--- src/rtl/serial_sub_pkg.sv ---
// Shared types and constants for the bit-serial subtractor/adder slice.
package serial_sub_pkg;

  localparam int unsigned WIDTH_DEFAULT = 4;

  typedef enum logic [1:0] {
    IDLE = 2'd0,
    RUN  = 2'd1,
    DONE = 2'd2
  } state_t;

  localparam logic OP_SUB = 1'b0;
  localparam logic OP_ADD = 1'b1;

endpackage

--- src/rtl/serial_fs_cell.sv ---
// Combinational 1-bit full subtractor (op=OP_SUB) or full adder (op=OP_ADD).
module serial_fs_cell
  import serial_sub_pkg::*;
(
  input  logic a_bit,
  input  logic b_bit,
  input  logic bin,
  input  logic op,
  output logic res_bit,
  output logic bout
);

  // Sum and difference bits are identical; only borrow vs carry differs.
  assign res_bit = a_bit ^ b_bit ^ bin;
  assign bout    = (op == OP_ADD)
                 ? ((a_bit & b_bit) | (bin & (a_bit ^ b_bit)))
                 : ((~a_bit & b_bit) | (~(a_bit ^ b_bit) & bin));

endmodule

--- src/rtl/serial_subtractor.sv ---
// Bit-serial a-b (LSB first) with valid/ready ports; result {borrow, diff}.
// Define SERIAL_SUBTRACTOR_ADD_EN to add the op port (op=1 selects a+b).
module serial_subtractor
  import serial_sub_pkg::*;
#(
  parameter int unsigned WIDTH = WIDTH_DEFAULT
) (
  input  logic             clk,
  input  logic             rst_n,
  input  logic             in_valid,
  output logic             in_ready,
  input  logic [WIDTH-1:0] a,
  input  logic [WIDTH-1:0] b,
`ifdef SERIAL_SUBTRACTOR_ADD_EN
  input  logic             op,
`endif
  output logic             out_valid,
  input  logic             out_ready,
  output logic [WIDTH:0]   d,
  output logic             busy
);

  localparam int unsigned CW = $clog2(WIDTH + 1);
  localparam logic [CW-1:0] LAST = CW'(WIDTH - 1);

  state_t           state;
  logic [WIDTH-1:0] a_sr;
  logic [WIDTH-1:0] b_sr;
  logic [WIDTH-1:0] res_sr;
  logic [WIDTH-1:0] res_next;
  logic [CW-1:0]    count;
  logic             bor;
  logic             bor_next;
  logic             res_bit;
  logic             op_r;
  logic [WIDTH:0]   res_shift;

`ifndef SERIAL_SUBTRACTOR_ADD_EN
  assign op_r = OP_SUB;
`endif

  serial_fs_cell u_cell (
    .a_bit   (a_sr[0]),
    .b_bit   (b_sr[0]),
    .bin     (bor),
    .op      (op_r),
    .res_bit (res_bit),
    .bout    (bor_next)
  );

  // New bit enters at the MSB; written this way so WIDTH=1 stays legal.
  always_comb begin
    res_shift = {res_bit, res_sr};
    res_next  = res_shift[WIDTH:1];
  end

  always_ff @(posedge clk or negedge rst_n) begin
    if (!rst_n) begin
      state     <= IDLE;
      in_ready  <= 1'b1;
      out_valid <= 1'b0;
      busy      <= 1'b0;
      d         <= '0;
      a_sr      <= '0;
      b_sr      <= '0;
      res_sr    <= '0;
      bor       <= 1'b0;
      count     <= '0;
`ifdef SERIAL_SUBTRACTOR_ADD_EN
      op_r      <= OP_SUB;
`endif
    end else begin
      case (state)
        IDLE: begin
          if (in_valid) begin
            a_sr     <= a;
            b_sr     <= b;
            bor      <= 1'b0;
            count    <= '0;
`ifdef SERIAL_SUBTRACTOR_ADD_EN
            op_r     <= op;
`endif
            state    <= RUN;
            in_ready <= 1'b0;
            busy     <= 1'b1;
          end
        end
        RUN: begin
          a_sr   <= a_sr >> 1;
          b_sr   <= b_sr >> 1;
          res_sr <= res_next;
          bor    <= bor_next;
          count  <= count + CW'(1);
          if (count == LAST) begin
            d         <= {bor_next, res_next};
            state     <= DONE;
            out_valid <= 1'b1;
          end
        end
        DONE: begin
          if (out_ready) begin
            state     <= IDLE;
            out_valid <= 1'b0;
            in_ready  <= 1'b1;
            busy      <= 1'b0;
          end
        end
        default: begin
          state     <= IDLE;
          in_ready  <= 1'b1;
          out_valid <= 1'b0;
          busy      <= 1'b0;
        end
      endcase
    end
  end

endmodule

--- config.mk ---
export PLATFORM = sky130hd
export DESIGN_NAME = serial_subtractor
export DESIGN_NICKNAME = d
export VERILOG_FILES = /design/src/rtl/serial_sub_pkg.sv /design/src/rtl/serial_fs_cell.sv /design/src/rtl/serial_subtractor.sv
export SDC_FILE = /design/constraint.sdc
export NUM_CORES = 1
export LEC_CHECK = 0
export ABC_AREA = 1
export CELL_PAD_IN_SITES_DETAIL_PLACEMENT = 1
export CELL_PAD_IN_SITES_GLOBAL_PLACEMENT = 1
export CORE_AREA = 2 2 57 64
export CTS_BUF_LIST = sky130_fd_sc_hd__clkbuf_8 sky130_fd_sc_hd__clkbuf_16
export DETAILED_ROUTE_END_ITERATION = 8
export DIE_AREA = 0 0 59 66
export PLACE_DENSITY_LB_ADDON = 0.1
export SYNTH_ARGS = -nofsm -noshare
export SYNTH_HDL_FRONTEND = slang
export SYNTH_HIERARCHICAL = 1
export SYNTH_SLANG_ARGS = --single-unit
--- constraint.sdc ---
create_clock -name clk -period 1.6 [get_ports clk]
set_input_delay 0.16 -clock clk [delete_from_list [all_inputs] [get_ports clk]]
set_output_delay 0.16 -clock clk [all_outputs]
set_load 0.02 [all_outputs]
== After elaboration in Yosys (flattened, before gate mapping) ==
Index checks and enable logic that the tools add are counted.

* Flip-flop bits (word level): 26
* Input port bits: 12
* Output and inout bits: 8
* Logic and storage cells: 52

* Add/sub/neg operators: 1
* Eq/ne operators: 6
* Multiplexer cells: 19
* Bitwise operators: 9
* Reduce and logical (&&, ||, !) cells: 7

{| class="wikitable"
|+ Operators with widths
! cell !! count
|-
| one-hot mux 4 bit (2 select lines) || 2
|-
| one-hot mux 1 bit (3 select lines) || 3
|-
| AND reduction 3 bit || 3
|-
| two-way mux 4 bit || 2
|-
| two-way mux 2 bit || 3
|-
| inequality test 2 bit (second input constant) || 3
|-
| one-hot mux 2 bit (3 select lines) || 1
|-
| one-hot mux 3 bit (2 select lines) || 1
|-
| two-way mux 1 bit || 5
|-
| inverter 1 bit || 4
|-
| AND reduction 2 bit || 2
|-
| adder 3 x 1 -> 3 bit (second input constant) || 1
|-
| equality test 3 x 2 -> 1 bit (second input constant) || 1
|-
| two-way mux 3 bit || 1
|-
| bitwise AND 1 bit || 2
|-
| equality test 2 x 1 -> 1 bit (second input constant) || 1
|-
| equality test 2 bit (second input constant) || 1
|-
| logical NOT 2 bit || 1
|-
| one-hot mux 1 bit (2 select lines) || 1
|-
| nonzero test 2 bit || 1
|-
| bitwise XOR 1 bit || 2
|-
| OR 1 bit || 1
|}

== Depth between registers and ports, before layout ==
Gate-level depths: netlist of run 1.

* Depth in word-level cells: 5
* Gate-level depth with buffers: 6
* Gate-level depth less buffers: 5

== Hierarchy ==
The synthesis of run 1 kept the hierarchy.

{| class="wikitable"
|+ By module, submodules not included
! module !! times used !! cells an instance !! area each (um^2) !! sequential area each (um^2)
|-
| serial_subtractor || 1 || 124 || 1,151.1 || 626.9
|-
| serial_fs_cell || 1 || 6 || 56.3 || 0.0
|}

== Worst setup path before layout of run 1 ==
OpenSTA, ideal clock, no wires.

* Path type: flip-flop to flip-flop
* Start: reg a_sr[0]
* End: reg d[3]
* Library setup time: 0.083 ns
* Data arrival time: 1.102 ns
* Required time: 1.517 ns
* Path slack: 0.415 ns
* Stages on the path, launching flop included: 4
* Path buffers: 0
* Period minus slack after synthesis: 1.185 ns
* Cell sequence: dfrtp_1 > fa_1 > inv_1 > o21ai_0

* Longest elaborated chain between the ends: 2

{| class="wikitable"
|+ Ends and longest elaborated chain
! element !! line !! source
|-
| start, declared || serial_subtractor.sv:27 || <nowiki>logic [WIDTH-1:0] a_sr;</nowiki>
|-
| start signal, assigned || serial_subtractor.sv:89 || <nowiki>a_sr <= a_sr >> 1;</nowiki>
|-
| bitwise XOR 1 bit || n/a ||
|-
| bitwise XOR 1 bit || serial_fs_cell.sv:14 || <nowiki>assign res_bit = a_bit ^ b_bit ^ bin;</nowiki>
|-
| named net res_bit || serial_subtractor.sv:34 || <nowiki>logic res_bit;</nowiki>
|-
| end signal, assigned || serial_subtractor.sv:95 || <nowiki>d <= {bor_next, res_next};</nowiki>
|-
| end, declared || serial_subtractor.sv:19 || <nowiki>output logic [WIDTH:0] d,</nowiki>
|}

The timed path passes the listed nets, and every way through them passes these cells.
A chain may end at the register's enable or synchronous reset.

== Worst setup path in the final report of run 1 ==
* Start: reg in_ready
* End: out in_ready

{| class="wikitable"
|+ RTL lines
! element !! line !! source
|-
| start, declared || serial_subtractor.sv:11 || <nowiki>output logic in_ready,</nowiki>
|-
| start signal, assigned || serial_subtractor.sv:60 || <nowiki>in_ready <= 1'b1;</nowiki>
|-
| start signal, assigned || serial_subtractor.sv:84 || <nowiki>in_ready <= 1'b0;</nowiki>
|-
| start signal, assigned || serial_subtractor.sv:104 || <nowiki>in_ready <= 1'b1;</nowiki>
|}

No word-level cell between the ends.

==> results of run 1 <==
[sequential cells by signal (all words and copies together), names as in the netlist]
| name | cells |
|---|---|
| d | 5 |
| out_valid | 1 |
| b_sr | 4 |
| res_sr | 3 |
| busy | 1 |
| a_sr | 4 |
| state | 2 |
| bor | 1 |
| in_ready | 1 |
| count | 3 |
[cell families (layout without fill, tap and decap cells)]
| logic type | Yosys count | after routing | share of synthesized area (%) |
|---|---|---|---|
| and+or+nand+nor | 64 | 64 | 26.1 |
| adders and majority gates | 4 | 4 | 5.39 |
| other | 1 | 2 | 0.311 |
| AOI/OAI and AO/OA | 14 | 14 | 6.01 |
| buffers and inverters | 22 | 43 | 10.3 |
| DFF | 25 | 25 | 51.9 |
[placed cells by master (no fill, tap or decap), drive strengths merged]
master and n:
a21oi 2, nor2 4, conb 2, dfstp 1, buf 2, o21ai 11
fa 2, nand3 20, ha 2, nand2 40, clkdlybuf4s50 19, dfrtp 24
clkbuf 3, inv 18, clkinvlp 1, o31ai 1
[cells in the mapped netlist]
cell type / count / area share, %
buf_12: 1 / 1.7
nor2_1: 3 / 0.93
nand2_4: 1 / 0.93
nand2_2: 4 / 2.1
o21ai_1: 3 / 1.2
buf_6: 3 / 2.8
nor2_8: 1 / 1.7
nand3_1: 20 / 8.3
inv_4: 1 / 0.52
a21oi_1: 2 / 0.83
nand2_8: 1 / 1.7
inv_1: 16 / 5.0
inv_2: 1 / 0.31
conb_1: 1 / 0.31
dfstp_2: 1 / 2.2
dfrtp_1: 24 / 50
ha_1: 2 / 2.1
fa_1: 2 / 3.3
o31ai_1: 1 / 0.62
o21ai_0: 8 / 3.3
nand2_1: 34 / 11
[power groups by stage]
stage	Combinational (mW)	Clock [mW]	Sequential (mW)
2_1_floorplan	0.945	0	1.19
5_1_grt	1.53	0.434	1.15
3_3_place_gp	1.31	0	1.11
3_5_place_dp	1.35	0	1.13
6_report	1.32	0.378	1.11
4_1_cts	1.35	0.400	1.11
[metal layers]
layer | up-vias | wire length, µm
met3 | 2 | 57
met1 | 433 | 1070
met5 | - | 0
li1 | 452 | -
met4 | 0 | 23
met2 | 11 | 1220
[layout make-up]
type	instances	share of cell area, %
inverter	18	4.81
timing repair buffer	21	14.1
clock buffer	3	2.84
tap	36	3.09
sequential	25	43.0
clock inverter	1	0.515
multi-input combinational	84	31.6
[per-stage QoR]
stage | power (mW) | setup slack, ns | cell area [µm²] | util (%) | hold WS [ns]
CTS | 2.87 | 0.0333 | 1460 | 44.8 | 0.261
detailed placement | 2.48 | 0.282 | 1410 | 43.3 | 0.463
floorplan | 2.14 | 0.415 | 1210 | - | -0.136
global route | 3.11 | 0.00505 | 1460 | 44.8 | 0.281
finish | 2.81 | 0.0511 | 1460 | 44.8 | 0.255
global placement | 2.42 | 0.311 | 1410 | 43.3 | 0.453
[worst paths after layout]
check                      startpoint  endpoint  slack, ns  cells past startpoint
hold / removal                  rst_n      d[4]       0.25                      2
max in group asynchronous       rst_n  in_ready       1.05                      2
setup / recovery             in_ready  in_ready       0.05                      1
hold reg to reg                  d[4]      d[4]       0.48                      2
min in group clk                 a[3]   a_sr[3]       0.44                      3
setup reg to reg             count[0]  state[1]       0.31                      4
==> results.py, run 1 <==
metrics = {
    "layout": {
        "num_antenna_cells": 0,
        "multi_input_area_um2": 460,
        "regArea_um2": 627,
        "drive_gt1_share_pct": 10.5,
        "syn2layout_area_growth_pct": 20.6,
        "final_cells": 188,
        "n_fill_cell": 383,
        "nNetsFinal": 169,
    },
    "cts": {
        "cts_root_buf": "clkbuf_8",
        "htreeDepth": 1,
        "cts_resized": 0,
        "hold_buffers": 0,
        "clk_latency_ns": 0.27,
        "cts_tree": "yes",
        "cts_num_sinks": 25,
        "cts_made_buffers": 3,
        "postCtsSetupBuffers": 0,
        "clk_pin_slew_worst_paths_ns": 0.09,
        "cts.path.max_buffers": 2,
    },
    "sta": {
        "fmax_mhz": 646,
        "finalHoldViolCount": 0,
        "rsz0062_at_grt": "no",
        "setup_viol": 0,
        "drv_slew": 0,
        "setup-tns-final_ns": 0,
        "clock_skew_ns": 0.00683,
        "fin_crit_sh_pct": 96.8,
        "period_minus_slack_ns": 1.55,
    },
    "worst_setup_path": {
        "worstSetupEndpointType": "primary output",
        "cpPeakStageDelay_ns": 0.59,
        "crit_fanout": 2,
        "arrival_ns": 1.39,
        "crit_path_start_kind": "flop",
        "cp.required_ns": 1.44,
        "worstSetupPathType": "flop to primary output",
        "crit_slowest_cell": "clkdlybuf4s50_1",
        "path_buf_inv": 1,
        "cp_top_family": "buffers and inverters",
        "worstPathCellList": "clkdlybuf4s50_1",
    },
    "floorplanning": {
        "die-area_um2": 3890,
        "start_util_pct": 37.2,
        "die_w_um": 59,
        "boundaryPins": 20,
        "fp-row-count": 22,
        "fp.dieH_um": 66,
        "core_area_um2": 3250,
    },
    "detailed_routing": {
        "drt_iter0_drc": 28,
        "drc": 0,
        "vias": 898,
        "wl_per_cell_um": 12.6,
        "vias_per_cell": 4.78,
        "wirelength_um": 2370,
        "ant_nets": 0,
        "dr.pass1.iters": 2,
    },
    "power_and_ir_drop": {
        "seqPwrFrac_pct": 39.5,
        "power.internal_mw": 1.62,
        "swShare_pct": 42.4,
        "leakage_nw": 0.712,
        "p_per_area_nw_per_um2": 1930,
        "combinationalPowerShare_pct": 47.1,
        "clockPowerShare_pct": 13.5,
        "power_switching_mw": 1.19,
        "vdd_drop_max_uv": 569,
    },
    "global_routing": {
        "grt_overflow": 0,
        "grt_max_degree": 26,
        "grt_use_met1_pct": 19.1,
        "antenna_found_initial": 0,
        "grt_pass1_wl_um": 4450,
        "grt_most_used_layer": "met2",
        "grt_pass1_vias": 988,
        "track_usage_pct": 15.0,
        "met3_usage_pct": 2.35,
        "met2_usage_pct": 25.4,
    },
    "place": {
        "port_buffers": 19,
        "dp.cells": 184,
        "gp_congestion": 0.682,
        "dpl.hpwl_um": 1780,
    },
    "synth": {
        "synthesis.instances": 130,
        "netlist_area_um2": 1210,
        "synth-seq-area-share_pct": 51.9,
        "ys_ff_latch": 25,
        "syn_avg_cell_area_um2": 9.29,
        "synth_warnings": 6,
        "synth_cell_type_count": 21,
    },
    "job": {
        "maxCapViolCount": 0,
    },
    "min_path": {
        "hold_class": "input pin to async pin",
    },
    "run_status": {
        "outcome": "complete, no violations",
    },
}
(Power assumes the default switching activity.)
==> run 2, diff against run 1 <==
- GPL_TIMING_DRIVEN: default -> 0
==> results.py, run 2 (synthesis results as in run 1) <==
metrics = {
    "worst_setup_path": {
        "cpPeakStageDelay_ns": 0.59,
        "worstPathCellList": "clkdlybuf4s50_1",
        "worstSetupEndpointType": "primary output",
        "arrival_ns": 1.38,
        "cp_top_family": "buffers and inverters",
        "crit_fanout": 2,
        "regToRegSetupSlack_ns": 0.32,
        "worstSetupPathType": "flop to primary output",
        "r2r_cells": 5,
        "cp.required_ns": 1.44,
        "crit_path_start_kind": "flop",
        "crit_slowest_cell": "clkdlybuf4s50_1",
        "worst_r2r_startpoint": "b_sr[0]",
        "path_buf_inv": 1,
        "rr_endpoint": "d[4]",
    },
    "detailed_routing": {
        "drc": 0,
        "wirelength_um": 2420,
        "wl_per_cell_um": 12.7,
        "vias_per_cell": 4.82,
        "drt_iter0_drc": 47,
        "ant_nets": 0,
        "vias": 916,
        "dr.pass1.iters": 4,
    },
    "min_path": {
        "hold_class": "input pin to flop",
        "min_path_cells": 3,
        "min_to": "a_sr[3]",
        "hp-start": "a[3]",
    },
    "sta": {
        "drv_slew": 0,
        "fmax_mhz": 648,
        "maxSlewHeadroom_pct": 23.0,
        "fin_crit_sh_pct": 96.5,
        "rsz0062_at_grt": "no",
        "tightest_slew_ns": 1.15,
        "clock_skew_ns": 0.00466,
        "hold_slack_ns": 0.454,
        "setup_viol": 0,
        "finalHoldViolCount": 0,
        "setup-tns-final_ns": 0,
        "period_minus_slack_ns": 1.54,
    },
    "layout": {
        "layout_commonest_cell": "nand2_1",
        "drive_gt1_share_pct": 11.0,
        "reg_top3": "d (5), a_sr (4), b_sr (4)",
        "nNetsFinal": 171,
        "layout_common_cells": "34 x nand2_1, 24 x dfrtp_1, 20 x nand3_1, 19 x clkdlybuf4s50_1, 17 x inv_1",
        "regMostFlops": "d",
        "largest_reg_flops": 5,
        "final_util_pct": 45.9,
        "syn2layout_area_growth_pct": 23.5,
        "num_antenna_cells": 0,
        "final_cells": 190,
    },
    "power_and_ir_drop": {
        "total_power_mw": 2.94,
        "vdd_drop_max_uv": 826,
        "combinationalPowerShare_pct": 50.1,
        "power_switching_mw": 1.21,
        "swShare_pct": 41.2,
        "clockPowerShare_pct": 12.2,
        "seqPwrFrac_pct": 37.7,
        "leakage_nw": 0.735,
        "p_per_area_nw_per_um2": 1970,
        "power.internal_mw": 1.73,
    },
    "cts": {
        "clk_pin_slew_worst_paths_ns": 0.08,
        "cts_resized": 0,
        "cts_made_buffers": 3,
        "htreeDepth": 1,
        "hold_buffers": 0,
        "cts_tree": "yes",
        "clk_latency_ns": 0.26,
        "postCtsSetupBuffers": 0,
        "cts.path.max_buffers": 2,
        "cts_num_sinks": 25,
        "cts_root_buf": "clkbuf_8",
    },
    "floorplanning": {
        "start_util_pct": 37.2,
        "die_w_um": 59,
        "boundaryPins": 20,
        "die-area_um2": 3890,
        "core_area_um2": 3250,
        "fp-row-count": 22,
        "fp.dieH_um": 66,
    },
    "global_routing": {
        "grt_pass1_vias": 986,
        "grt_pass1_wl_um": 4500,
        "grt_overflow": 0,
        "grt_max_degree": 26,
        "antenna_found_initial": 0,
        "track_usage_pct": 15.0,
    },
    "place": {
        "gp_congestion": 0.713,
        "dp.cells": 186,
        "dpl.hpwl_um": 1850,
        "port_buffers": 19,
    },
    "run_status": {
        "outcome": "complete, no violations",
    },
    "job": {
        "maxCapViolCount": 0,
    },
}
## run 2: cell types whose count changed in the layout (fill, tap and decap cells not counted)
cell / change
buf_12: +1
buf_4: -2
buf_6: +3
clkinvlp_4: -1
inv_1: +1
## run 2: worst max-delay path by stage
stage	from	to	slack (ns)	cells after the start
final	in_ready	in_ready	0.06	1
after CTS	in_ready	in_ready	0.04	1
after global placement	rst_n	a_sr[0]	0.04	1
after floorplan	a_sr[0]	d[3]	0.42	3
after detailed placement	rst_n	a_sr[0]	0.03	1
after global routing	in_ready	in_ready	0.02	1
## run 2: metal layers
| metal | wire, µm | global-route usage (%) |
|---|---|---|
| met1 | 1120 | 19.7 |
| met2 | 1230 | 26.4 |
| met3 | 53 | 1.76 |
| met4 | 20 | 2.56 |
| met5 | 0 | 0 |
## run 2: power by group through the flow
stage	Sequential [mW]	Clock, mW	Combinational, mW
2_1_floorplan	1.19	0	0.945
6_report	1.11	0.358	1.47
5_1_grt	1.15	0.401	1.68
4_1_cts	1.11	0.374	1.52
3_3_place_gp	1.11	0	1.45
3_5_place_dp	1.13	0	1.51
## run 2: worst reg2reg max path, cell delays in order, from the launching register on
cell and delay [ns]:
dfrtp_1 0.41, inv_1 0.09, fa_1 0.39, o21ai_1 0.18
nand3_1 0.09, nand2_1 0.07
## run 2: through the flow
stage | worst slack [ns] | area [µm²]
finish | 0.0559 | 1490
floorplan | 0.415 | 1210
global route | 0.0197 | 1490
global placement | 0.0402 | 1450
detailed placement | 0.0283 | 1450
CTS | 0.0392 | 1490
## run 2: cell type report
| class | count | area [µm²] |
|---|---|---|
| inverter | 18 | 70.1 |
| fill | 393 | 1760 |
| buffer | 4 | 53.8 |
| clock inverter | 1 | 3.75 |
| sequential | 25 | 627 |
| multi-input combinational | 84 | 460 |
| tap | 36 | 45.0 |
| clock buffer | 3 | 41.3 |
| timing repair buffer | 19 | 190 |
==> run 3, diff against run 2 <==
- GPL_TIMING_DRIVEN: 0 -> default
==> results of run 3 <==
The final DEF is identical to that of run 1; final timing and power are the same.
